--- src/rtl/mux_addr.sv ---
// Register-file write-address selector: picks rt, rd or link as the destination register,
// with a registered copy and status flags. Optional build macro: MUX_ADDR_LINK_FORCE_EN.
module mux_addr #(
    parameter int                 ADDR_W     = 5,
    parameter logic [ADDR_W-1:0]  RESET_ADDR = {ADDR_W{1'b0}}
) (
    input  logic              clk,
    input  logic              reset,
    input  logic              en,
    input  logic [ADDR_W-1:0] addr1,
    input  logic [ADDR_W-1:0] addr2,
    input  logic [ADDR_W-1:0] addr3,
    input  logic [1:0]        RegDst,
    output logic [ADDR_W-1:0] addr_w,
    output logic [ADDR_W-1:0] addr_w_q,
    output logic              addr_zero,
    output logic              sel_err,
    output logic              sel_err_sticky
);

    localparam logic [ADDR_W-1:0] ZERO_ADDR = {ADDR_W{1'b0}};
    localparam logic [ADDR_W-1:0] ONES_ADDR = {ADDR_W{1'b1}};

    logic [ADDR_W-1:0] addr_sel_s;
    logic              sel_err_s;
    logic [ADDR_W-1:0] addr_q_r;
    logic              sticky_r;

    // Destination select; the illegal code 2'b11 either forces the link register or yields $0.
    always_comb begin
        addr_sel_s = ZERO_ADDR;
        case (RegDst)
            2'b00:   addr_sel_s = addr1;
            2'b01:   addr_sel_s = addr2;
            2'b10:   addr_sel_s = addr3;
            default: begin
`ifdef MUX_ADDR_LINK_FORCE_EN
                addr_sel_s = ONES_ADDR;
`else
                addr_sel_s = ZERO_ADDR;
`endif
            end
        endcase
    end

`ifdef MUX_ADDR_LINK_FORCE_EN
    assign sel_err_s = 1'b0;
`else
    assign sel_err_s = (RegDst == 2'b11);
`endif

    // Write-back copy and sticky illegal-select flag, captured only when enabled.
    always_ff @(posedge clk or posedge reset) begin
        if (reset) begin
            addr_q_r <= RESET_ADDR;
            sticky_r <= 1'b0;
        end else if (en) begin
            addr_q_r <= addr_sel_s;
            sticky_r <= sticky_r | sel_err_s;
        end
    end

    assign addr_w         = addr_sel_s;
    assign addr_zero      = (addr_sel_s == ZERO_ADDR);
    assign sel_err        = sel_err_s;
    assign addr_w_q       = addr_q_r;
    assign sel_err_sticky = sticky_r;

endmodule

--- config.mk ---
export PLATFORM = sky130hd
export DESIGN_NAME = mux_addr
export DESIGN_NICKNAME = d
export VERILOG_FILES = /design/src/rtl/mux_addr.sv
export SDC_FILE = /design/constraint.sdc
export NUM_CORES = 1
export LEC_CHECK = 0
export CAP_MARGIN = 20
export CORE_AREA = 4 4 41 43
export DETAILED_ROUTE_END_ITERATION = 8
export DIE_AREA = 0 0 45 47
export HOLD_SLACK_MARGIN = 0.12
export PLACE_DENSITY_LB_ADDON = 0.12
export REMOVE_ABC_BUFFERS = 1
export SLEW_MARGIN = 5
export SYNTH_ARGS = -nofsm -noshare
export SYNTH_HDL_FRONTEND = slang
export SYNTH_SLANG_ARGS = --single-unit
--- constraint.sdc ---
create_clock -name clk -period 1.9 [get_ports clk]
set_input_delay 0.475 -clock clk [delete_from_list [all_inputs] [get_ports clk]]
set_output_delay 0.475 -clock clk [all_outputs]
set_load 0.01 [all_outputs]
==> Word level (Yosys, flattened, before mapping) <==
Index checks and enable logic that the tools add are counted.
{ "op_classes": {"eq_ne": 3, "muxes": 1, "bitwise": 1, "n_reduce_logical": 2} }
{ "ops": {"columns": ["op", "n"], "rows": [
  ["one-hot mux 5 bit (3 select lines)", 1],
  ["logical NOT 5 bit", 1],
  ["equality test 2 bit (second input constant)", 2],
  ["equality test 2 x 1 -> 1 bit (second input constant)", 1],
  ["logical NOT 2 bit", 1],
  ["bitwise OR 1 bit", 1]
]} }
{ "totals": {"register_bits": 6, "input_bits": 20, "output_inout_bits": 13, "word_cells": 9} }

==> Logic depth before layout (Yosys ltp) <==
Gate-level depths: netlist of run 1.
{ "depth": {"depth_word": 3, "ltp_mapped": 5, "depth_no_buf": 4} }

==> Worst setup path before layout of run 1 <==
OpenSTA, ideal clock, no wires.
{ "synth_path": {"path_type": "input to output", "startpoint": "input port RegDst[1]", "endpoint": "output port addr_zero", "arrival_ns": 1.275, "required_time_ns": 1.425, "path_slack_ns": 0.150, "stages": 5, "path_buffers": 1, "path_cell_list": "buf_6 -> mux2i_1 -> a2bb2oi_1 -> nand4_1 -> nor2_1"} }
{ "synth_between": {"elab_chain_len": 3, "elab_cells_between_ends": 5, "cone_classes": "eq/ne (2); mux (1); reduce/logical (2)"} }
{ "synth_lines": {"columns": ["item", "line", "source"], "rows": [
  ["start: declaration", "13", "input logic [1:0] RegDst,"],
  ["equality test 2 bit, or another cell as far along", "32", "case (RegDst)"],
  ["one-hot mux 5 bit (3 select lines) (*)", "32", null],
  ["logical NOT 5 bit (*)", "64", "assign addr_zero = (addr_sel_s == ZERO_ADDR);"],
  ["end: declaration", "16", "output logic addr_zero,"]
]} }
Mark *: on every way between the ends. The rest lies on a longest branch, timed or not.

==> Final worst setup path of run 1 <==
{ "layout_path": {"startpoint": "input port addr2[0]", "endpoint": "output port addr_zero"} }
{ "layout_between": {"elab_chain_len": 2} }
{ "layout_lines": {"columns": ["item", "line", "source"], "rows": [
  ["start: declaration", "11", "input logic [ADDR_W-1:0] addr2,"],
  ["one-hot mux 5 bit (3 select lines)", "32", null],
  ["logical NOT 5 bit", "64", null]
]} }
Every way passes these cells.

==> flow_summary.ini, run 1 <==
[pwr]
vdd_drop_max_uv = 360.6
p_sw_w = 0.0001122
p_leak_nw = 0.4421
combPwrFrac = 0.431
swShare = 0.2525
p_int_w = 0.0003321
total_power_w = 0.0004443
p_seq_frac = 0.329
clockPowerShare = 0.240
power_density_mw_per_mm2 = 511.7

[global_route]
overflow = 0
grt_usage = 0.1375
antenna_found_initial = 0
grt_pass1_vias = 475
grt_first_pass_wirelength_um = 2042
grt_max_degree = 10

[timing]
worst_slew_pin_slew_ps = 182.6
timing.final.crit_share = 0.9840
clock.fmax_mhz = 534.8
fin_worst_skew_ps = 0
hold_viol = 0
rsz0062_at_grt = true
setup_violations = 0
maxSlewHeadroom = 0.8748
fin_crit_ps = 1870
final_max_slew_viol_count = 0
holdWs_ps = 449.2

[synth]
ys_warn_count = 0
ys_seq_elements = 6
synthAdderAreaFrac = 0
synthesis.area_um2 = 361.6
synth-simple-area-share = 0.1246
synth-compound-area-share = 0.1972
synth_top_family_by_area = compound AO/OA/AOI/OAI gates
syn_avg_cell_area_um2 = 9.516
seq_area_frac_synth = 0.4152
yosys-mux-area-fraction = 0.1696
synthCells = 38
synth_cell_type_count = 15
synthXorXnorAreaFrac = 0

[clocking]
cts_tree = built
clockRootBuffer = clkbuf_4
cts_buffer_depth = 2
cts_hold_buf = 0
cts_buffers = 3
clkTransAtPathRegs_ps = 40
numClockSinks = 6
htree_levels = 1
worstSkewPairLatency_ps = 230

[placement]
dpl-instance-area_um2 = 760.7
place.gp.congestion = 0.7358
dp_cells = 93
port_buffers = 32
dp_hpwl_um = 1024

[die]
initial_utilization = 0.2779
die_height_um = 47
dieArea_mm2 = 0.002115
fp-row-count = 13
io_pins = 33
die_w_um = 45
design.core.area_mm2 = 0.001301

[finish]
drive_above_1_share = 0.4368
area.growth.synth_to_final_pct = 140.1
final_cell_mix = clkdlybuf4s50_1 (12), buf_4 (12), dfrtp_1 (6), dlygate4sd2_1 (6)
final_cell_area_um2 = 868.3
final_cells = 102
nFillCells = 117
diodes = 0
final_nets = 109

[route]
drc_errors = 0
first_pass_iters = 1
vias = 452
routed_wl_um = 1265
final_antenna_net_count = 0
drt_iter0_markers = 0
routedWlPerCell_um = 12.40
post_drt_via_cell_ratio = 4.431

[worst_setup_path]
start_kind = primary input
reg2reg_depth = 1
cp-end-kind = output port
r2r_end = addr_w_q[3]
path_max_fanout = 2
crit_arrival_ps = 1390
worstPathCellList = clkdlybuf4s50_1 -> a2bb2oi_2 -> nand4_1 -> nor2_1 -> buf_2
critPathKind = in2out
timing.rr.start = addr_w_q[3]
cp_slowest_cell = clkdlybuf4s50_1
crit_buf_inv = 2
required_ps = 1420
critPathTopFamily = buffers and inverters
slowest_delay_ps = 420
r2r_slack_ps = 1150

[worst_hold_path]
hold_class = in2async

[status]
run_status = finished clean

[flow_run]
drv_cap = 0
==> logic make-up after synthesis <==
kind of cell           Yosys count
AO/OA/AOI/OAI                   10
AND/OR/NAND/NOR                  9
buffers and inverters            7
multiplexers                     6
flip-flops                       6
==> worst max-delay path by stage <==
stage | startpoint | to | depth (start not counted)
2_1_floorplan | RegDst[1] | addr_zero | 4
3_3_place_gp | RegDst[1] | addr_zero | 7
3_5_place_dp | RegDst[1] | addr_zero | 7
4_1_cts | RegDst[1] | addr_zero | 7
5_1_grt | RegDst[1] | addr_zero | 7
6_report | addr2[0] | addr_zero | 5
==> what timing repair did <==
action / CTS / global route
setup buffers: 5 / 2
gates resized for setup: 51 / 12
pin swaps: 6 / 6
gates cloned: 0 / 0
setup endpoints to repair: 7 / 5
==> area by class of cell <==
| class | instances | area [um2] | area share |
|---|---|---|---|
| sequential | 6 | 150.1 | 0.1729 |
| inverter | 5 | 18.77 | 0.02161 |
| tap | 15 | 18.77 | 0.02161 |
| timing repair buffer | 48 | 434.2 | 0.5000 |
| multi-input combinational | 25 | 224.0 | 0.2579 |
| clock buffer | 3 | 22.52 | 0.02594 |
==> power groups by stage <==
stage / Combinational, W / Clock, W / Sequential [W]
after floorplan: 0.0000463 / 0 / 0.000154
after global placement: 0.000174 / 0 / 0.000148
after detailed placement: 0.000175 / 0 / 0.000149
after CTS: 0.000180 / 0.000113 / 0.000147
after global routing: 0.000207 / 0.000122 / 0.000148
final: 0.000192 / 0.000106 / 0.000146
==> metrics by stage <==
| step | setup WS, ps | setup TNS (ps) | util |
|---|---|---|---|
| after floorplan | 278.1 | 0 | - |
| after global placement | -902.4 | -5005 | 0.5846 |
| after detailed placement | -885.9 | -4941 | 0.5846 |
| after CTS | -1.912 | -1.912 | 0.6288 |
| after global routing | -57.70 | -59.99 | 0.6673 |
| final | 30.31 | 0 | 0.6673 |
==> sequential cells by signal, summed over array words and instances (netlist names) <==
name and count:
sel_err_sticky 1, addr_w_q 5
==> metal layers <==
layer / up-vias / part of all wire / GRT usage
met3: 0 / 0.091 / 0.03831
met2: 17 / 0.54 / 0.2571
met4: 0 / 0 / 0.07018
met1: 205 / 0.37 / 0.1389
li1: 230 / - / -
met5: - / 0 / 0
==> synthesized netlist by cell type <==
master,number,area (um2)
mux2i_1,5,50.05
nor2b_2,1,8.760
nor2_1,5,18.77
buf_6,1,11.26
nand2_1,1,3.750
mux2_2,1,11.26
nand4_1,1,6.260
inv_1,5,18.77
dfrtp_1,6,150.1
a21oi_1,4,20.02
a21o_1,1,7.510
o21ai_2,1,8.760
and2_2,1,7.510
buf_1,1,3.750
a2bb2oi_1,4,35.03
(Power assumes the default switching activity.)
==> inputs of run 2 (changes only) <==
Settings changed: CAP_MARGIN 20 to unset, GPL_ROUTABILITY_DRIVEN set to 0.
Clock period 1.9 ns to 2.1 ns, I/O delays scaled along.
==> run 2 against run 1 <==
  * Non-clock buffer count fell by 1
  * Flip-flop and latch count did not move
  * Setup slack got worse by 18 ps
  * Hold slack improved by 6.9 ps
  * Routed wire length rose by 10%
  * Via count did not move
  * Critical path depth rose by 3
  * Utilization fell by 0.67 points
  * Cell count fell by 0.98%
  * Combinational power fell by 7%
  * Largest power group unchanged
==> flow_summary.ini, run 2 (synthesized netlist as in run 1, its figures left out) <==
[finish]
nFillCells = 108
utilization = 0.6606
area.growth.synth_to_final_pct = 137.7
drive_above_1_share = 0.4186
diodes = 0
largest_reg_flops = 5
final_common_cell = clkdlybuf4s50_1
final_nets = 108
final_cell_mix = clkdlybuf4s50_1 (15), buf_4 (12), dlygate4sd2_1 (9), dfrtp_1 (6)

[flow_run]
drv_cap = 0

[clocking]
clockRootBuffer = clkbuf_4
cts_buffer_depth = 2
cts_tree = built
htree_levels = 1
numClockSinks = 6
clkTransAtPathRegs_ps = 40
worstSkewPairLatency_ps = 240
cts_buffers = 3

[route]
drc_errors = 0
vias = 452
routedWlPerCell_um = 13.79
drt_iter0_markers = 4
first_pass_iters = 2
routed_wl_um = 1393
post_drt_via_cell_ratio = 4.475
final_antenna_net_count = 0

[global_route]
grt_first_pass_wirelength_um = 2104
overflow = 0
grt_usage = 0.1435
antenna_found_initial = 0
grt_pass1_vias = 485
grt_max_degree = 11

[worst_hold_path]
hold_class = reg2reg

[worst_setup_path]
required_ps = 1570
start_kind = primary input
path_max_fanout = 4
r2r_slack_ps = 1360
critPathKind = in2out
cp-end-kind = output port
cp-endpoint = addr_zero
crit_arrival_ps = 1560
r2r_end = addr_w_q[3]
crit_start = RegDst[1]
reg2reg_depth = 1
timing.rr.start = addr_w_q[3]

[die]
die_w_um = 45
initial_utilization = 0.2779
fp-row-count = 13
design.core.area_mm2 = 0.001301
dieArea_mm2 = 0.002115
io_pins = 33
die_height_um = 47

[timing]
timing.final.crit_share = 0.9941
hold_viol = 0
fin_worst_skew_ps = 0
holdWs_ps = 456.1
final_max_slew_viol_count = 0
setup_violations = 0
rsz0062_at_grt = true
fin_crit_ps = 2088
clock.fmax_mhz = 479.0
maxSlewHeadroom = 0.7792
worst_slew_pin_slew_ps = 330.2

[pwr]
power_density_mw_per_mm2 = 477.9
total_power_w = 0.0004108
vdd_drop_max_uv = 394.8
p_leak_nw = 0.4238

[status]
run_status = finished clean

[placement]
port_buffers = 32
dp_hpwl_um = 1062
## run 2: area by class of cell
cell class | count | area, um2 | area share
repair buffers | 47 | 419.2 | 0.4876
multi-input cells | 25 | 230.2 | 0.2678
flip-flops and latches | 6 | 150.1 | 0.1747
clock buffers | 3 | 22.52 | 0.02620
inverters | 5 | 18.77 | 0.02183
well taps | 15 | 18.77 | 0.02183
## run 2: repair_timing
item | 4_1_cts | 5_1_grt
hold buffers | 0 | 0
gates resized for setup | 46 | 5
endpoints found under the hold margin | 0 | 0
setup buffers | 6 | 0
endpoints found under the setup margin | 7 | 2
pin swaps | 6 | 3
## run 2: per-stage QoR
step | cell area, um2 | setup TNS (ps) | instances | worst slack, ps
floorplan | 346.6 | 0 | 36 | 378.1
global placement | 753.2 | -4179 | 92 | -793.5
detailed placement | 753.2 | -4092 | 92 | -775.8
CTS | 847.1 | 0 | 101 | 30.40
global route | 859.6 | -44.33 | 101 | -44.33
finish | 859.6 | 0 | 101 | 12.46
## run 2: power breakdown
group          internal [W]  switching, W  leakage (nW)
Combinational      0.000112     0.0000670         0.342
Sequential         0.000127    0.00000555        0.0677
Clock             0.0000642     0.0000351        0.0138
Total              0.000303      0.000108         0.424
## run 2: worst min-delay path by stage
stage / from / end / slack [ps] / cells past startpoint
floorplan: reset / addr_w_q[0] / 320 / 1
global placement: sel_err_sticky / sel_err_sticky / 440 / 1
detailed placement: sel_err_sticky / sel_err_sticky / 460 / 1
CTS: sel_err_sticky / sel_err_sticky / 460 / 1
global route: sel_err_sticky / sel_err_sticky / 500 / 1
finish: sel_err_sticky / sel_err_sticky / 460 / 1
## run 2: worst max-delay path: stages
cell       delay, ps
buf_6             70
buf_6            110
mux2i_2          220
a2bb2oi_2        170
buf_4            130
nand4_1          100
nor2_1           100
buf_2            130
## run 2: layer usage
metal,global-route usage,up-vias,share of wire
li1,-,228,-
met1,0.1495,203,0.39
met2,0.2542,19,0.51
met3,0.03831,2,0.085
met4,0.09357,0,0.014
met5,0,-,0
==> variant, RTL diff (flow settings as in run 1) <==
Change the parameter `ADDR_W` from 5 to 4.
--- a/src/rtl/mux_addr.sv
+++ b/src/rtl/mux_addr.sv
@@ -1,7 +1,7 @@
 // Register-file write-address selector: picks rt, rd or link as the destination register,
 // with a registered copy and status flags. Optional build macro: MUX_ADDR_LINK_FORCE_EN.
 module mux_addr #(
-    parameter int                 ADDR_W     = 5,
+    parameter int                 ADDR_W     = 4,
     parameter logic [ADDR_W-1:0]  RESET_ADDR = {ADDR_W{1'b0}}
 ) (
     input  logic              clk,
Ports: changed (5 resized); port bits go from 33 to 28. No check against the original RTL was run, so the function may have changed too.
==> variant against run 1 <==
  * Via count down 20%
  * Sequential cell count fell by 1
  * Combinational power is 15% lower
  * Routed wire length is 6.5% lower
  * Non-clock buffer count shrank 6
  * Count of clock-buffer cells in the layout increased by 1
  * Synthesized area down 18%
  * Die area unchanged
  * Final area is 13% lower
  * Power down 8.4%
  * Setup slack worse by 0.027 ns
  * Hold slack got worse by 0.025 ns
  * Sequential share of layout area down 0.76 points
  * Core utilization fell by 8.6 points
  * Largest cell class unchanged
  * Largest power group unchanged
  * Highest routed layer is now met4
==> variant: results (changes against run 1) <==
The critical path's largest stage delay came out at 0.26 ns (-0.16 ns). The placed cell area was 634 um^2 (-17%). The final worst clock skew came out at 0 ns (unchanged). The global-route total usage across every layer came out at 0.127 (-0.0102). The HPWL reported at the end of detailed placement is 942 um (-8.1%). The clock-pin transition on the worst setup and hold timing paths is 0.04 ns (about the same). The worst register-to-register path ends at addr_w_q[1].

The via count of the first global-routing pass was 395 (-17%). The initial antenna violation count is 0 (unchanged). After synthesis, the cell types taking the most area are sky130_fd_sc_hd__dfrtp_1 (42%), sky130_fd_sc_hd__mux2_2 (15%), sky130_fd_sc_hd__mux2i_1 (14%). The total of warnings raised by yosys is 0 (unchanged). The worst register-to-register path begins at addr_w_q[1]. The cell sitting at the root of the clock tree is a sky130_fd_sc_hd__clkbuf_4. The min-delay analysis places its worst path in the category primary input to async pin. The overall via count from detail_route is 363 (-20%).

The critical path class is primary input to primary output. The flow ran to the end, and the final reports show no timing, DRC or antenna violations. The fraction of final layout cells with drive strength greater than 1 came to 0.559 (+0.122). The number of buffers between clock root and the deepest sink came to 2 (unchanged). The peak ir drop on the vdd network was 0.328 mV (-9.2%). The largest delay contributor family on the critical path is buffers and inverters. The number of nets in the layout is 86 (-21%). The count of unique library cells instantiated by Yosys is 10 (-5). In this run the worst setup path begins at RegDst[1]. The sequential fraction of the synthesis area came out at 0.422 (+0.00672). Clock latency on the worst-skew pair, taken at its later pin, is 0.24 ns.

The routability congestion estimate is 0.772 (+5.0%). The data arrival time of the critical path is 1.42 ns (+0.03 ns). The reg-to-reg setup timing slack is 1.14 ns.

The commonest cells after synthesis are sky130_fd_sc_hd__dfrtp_1 (5), sky130_fd_sc_hd__mux2_2 (4), sky130_fd_sc_hd__mux2i_1 (4), sky130_fd_sc_hd__o2bb2ai_1 (4). The number of flip-flops in the largest register is 4 (-1). The detailed-routing iteration count for the pre-antenna-repair pass is 2 (+1). The pin count of the biggest net entering global routing came out at 6 (-4).

The first-pass GRT wire length is 1.84 mm (-9.8%). The CTS buffer count came out at 3 (unchanged). The worst slew margin relative to its limit came out at 0.849 (-0.0255). The average wire length per cell after detail routing came out at 14.3 um (+15%).

The initial detailed-routing violation count came out at 1 (+1). The minimum setup slack after placement is -0.829 ns (+0.0574 ns). The largest individual stage delay along the critical path comes from the cell sky130_fd_sc_hd__nor4_2.

The power density over cell area came out at 537 nW/um^2 (+5.0%). The depth of the most critical reg-to-reg path is 1 (unchanged). The count of input and output buffers is 27 (-16%). The leakage power is 0.000363 uW (-18%). The maximum level of the CTS H-tree came to 1 (unchanged). The total congestion overflow after global routing came out at 0 (unchanged). The number of diodes was 0 (unchanged).

The final-layout worst hold slack is 0.424 ns (-0.0248 ns). The async set-reset flop share out of synthesis came to 1.00 (unchanged). The largest fanout on the critical path was 3 (+1). The final-layout fill cell count is 121 (+3.4%).
==> variant: cell count changes after synthesis, moves of 3 or more <==
cell | run 1 | this run
sky130_fd_sc_hd__inv_1 | 5 | 1
sky130_fd_sc_hd__nor2_1 | 5 | 0
sky130_fd_sc_hd__o2bb2ai_1 | 0 | 4
sky130_fd_sc_hd__a2bb2oi_1 | 4 | 0
sky130_fd_sc_hd__mux2_2 | 1 | 4
sky130_fd_sc_hd__a21oi_1 | 4 | 0
==> variant: worst max path at each step <==
stage                 to  cells past startpoint  slack (ns)
6_report       addr_zero                      6       0.003
5_1_grt        addr_zero                      6       -0.06
4_1_cts        addr_zero                      5       0.001
3_5_place_dp   addr_zero                      6       -0.83
3_3_place_gp   addr_zero                      6       -0.78
2_1_floorplan  addr_zero                      3        0.22
==> variant: cell families (layout without fill, tap and decap cells) <==
kind of cell,count (synthesis),in the layout,synth area share
compound gates,5,5,0.143
buf+inv,2,47,0.0506
simple gates,3,3,0.0971
flops,5,5,0.422
mux,8,8,0.287
==> variant: per-stage QoR <==
step	std cells	TNS [ns]
5_1_grt	83	-0.102
4_1_cts	82	0
3_3_place_gp	72	-3.80
6_report	83	0
2_1_floorplan	22	0
3_5_place_dp	72	-4.07
==> variant: final cells by class <==
| cell class | instances | area share |
|---|---|---|
| clock buffers | 4 | 0.0347 |
| inverters | 1 | 0.00496 |
| multi-input cells | 16 | 0.284 |
| flip-flops and latches | 5 | 0.165 |
| well taps | 15 | 0.0248 |
| repair buffers | 42 | 0.486 |
==> variant: where the power goes <==
part / switching, uW / internal, uW
clock: 40.7 / 79.2
sequential: 5.32 / 118
combinational: 61.1 / 103
==> variant: metal layers <==
metal,wire [um],global-route usage,vias to the layer above
li1,-,-,175
met1,355,0.114,171
met2,718,0.260,15
met3,87,0.0268,2
met4,21,0.0702,0
met5,0,0,-
==> variant: timing repair <==
action / CTS / global route
buffers inserted: 6 / 1
gates resized for setup: 51 / 3
endpoints found under the setup margin: 6 / 3
hold endpoints to repair: 0 / 0
gates cloned: 0 / 0
pin swaps: 5 / 3
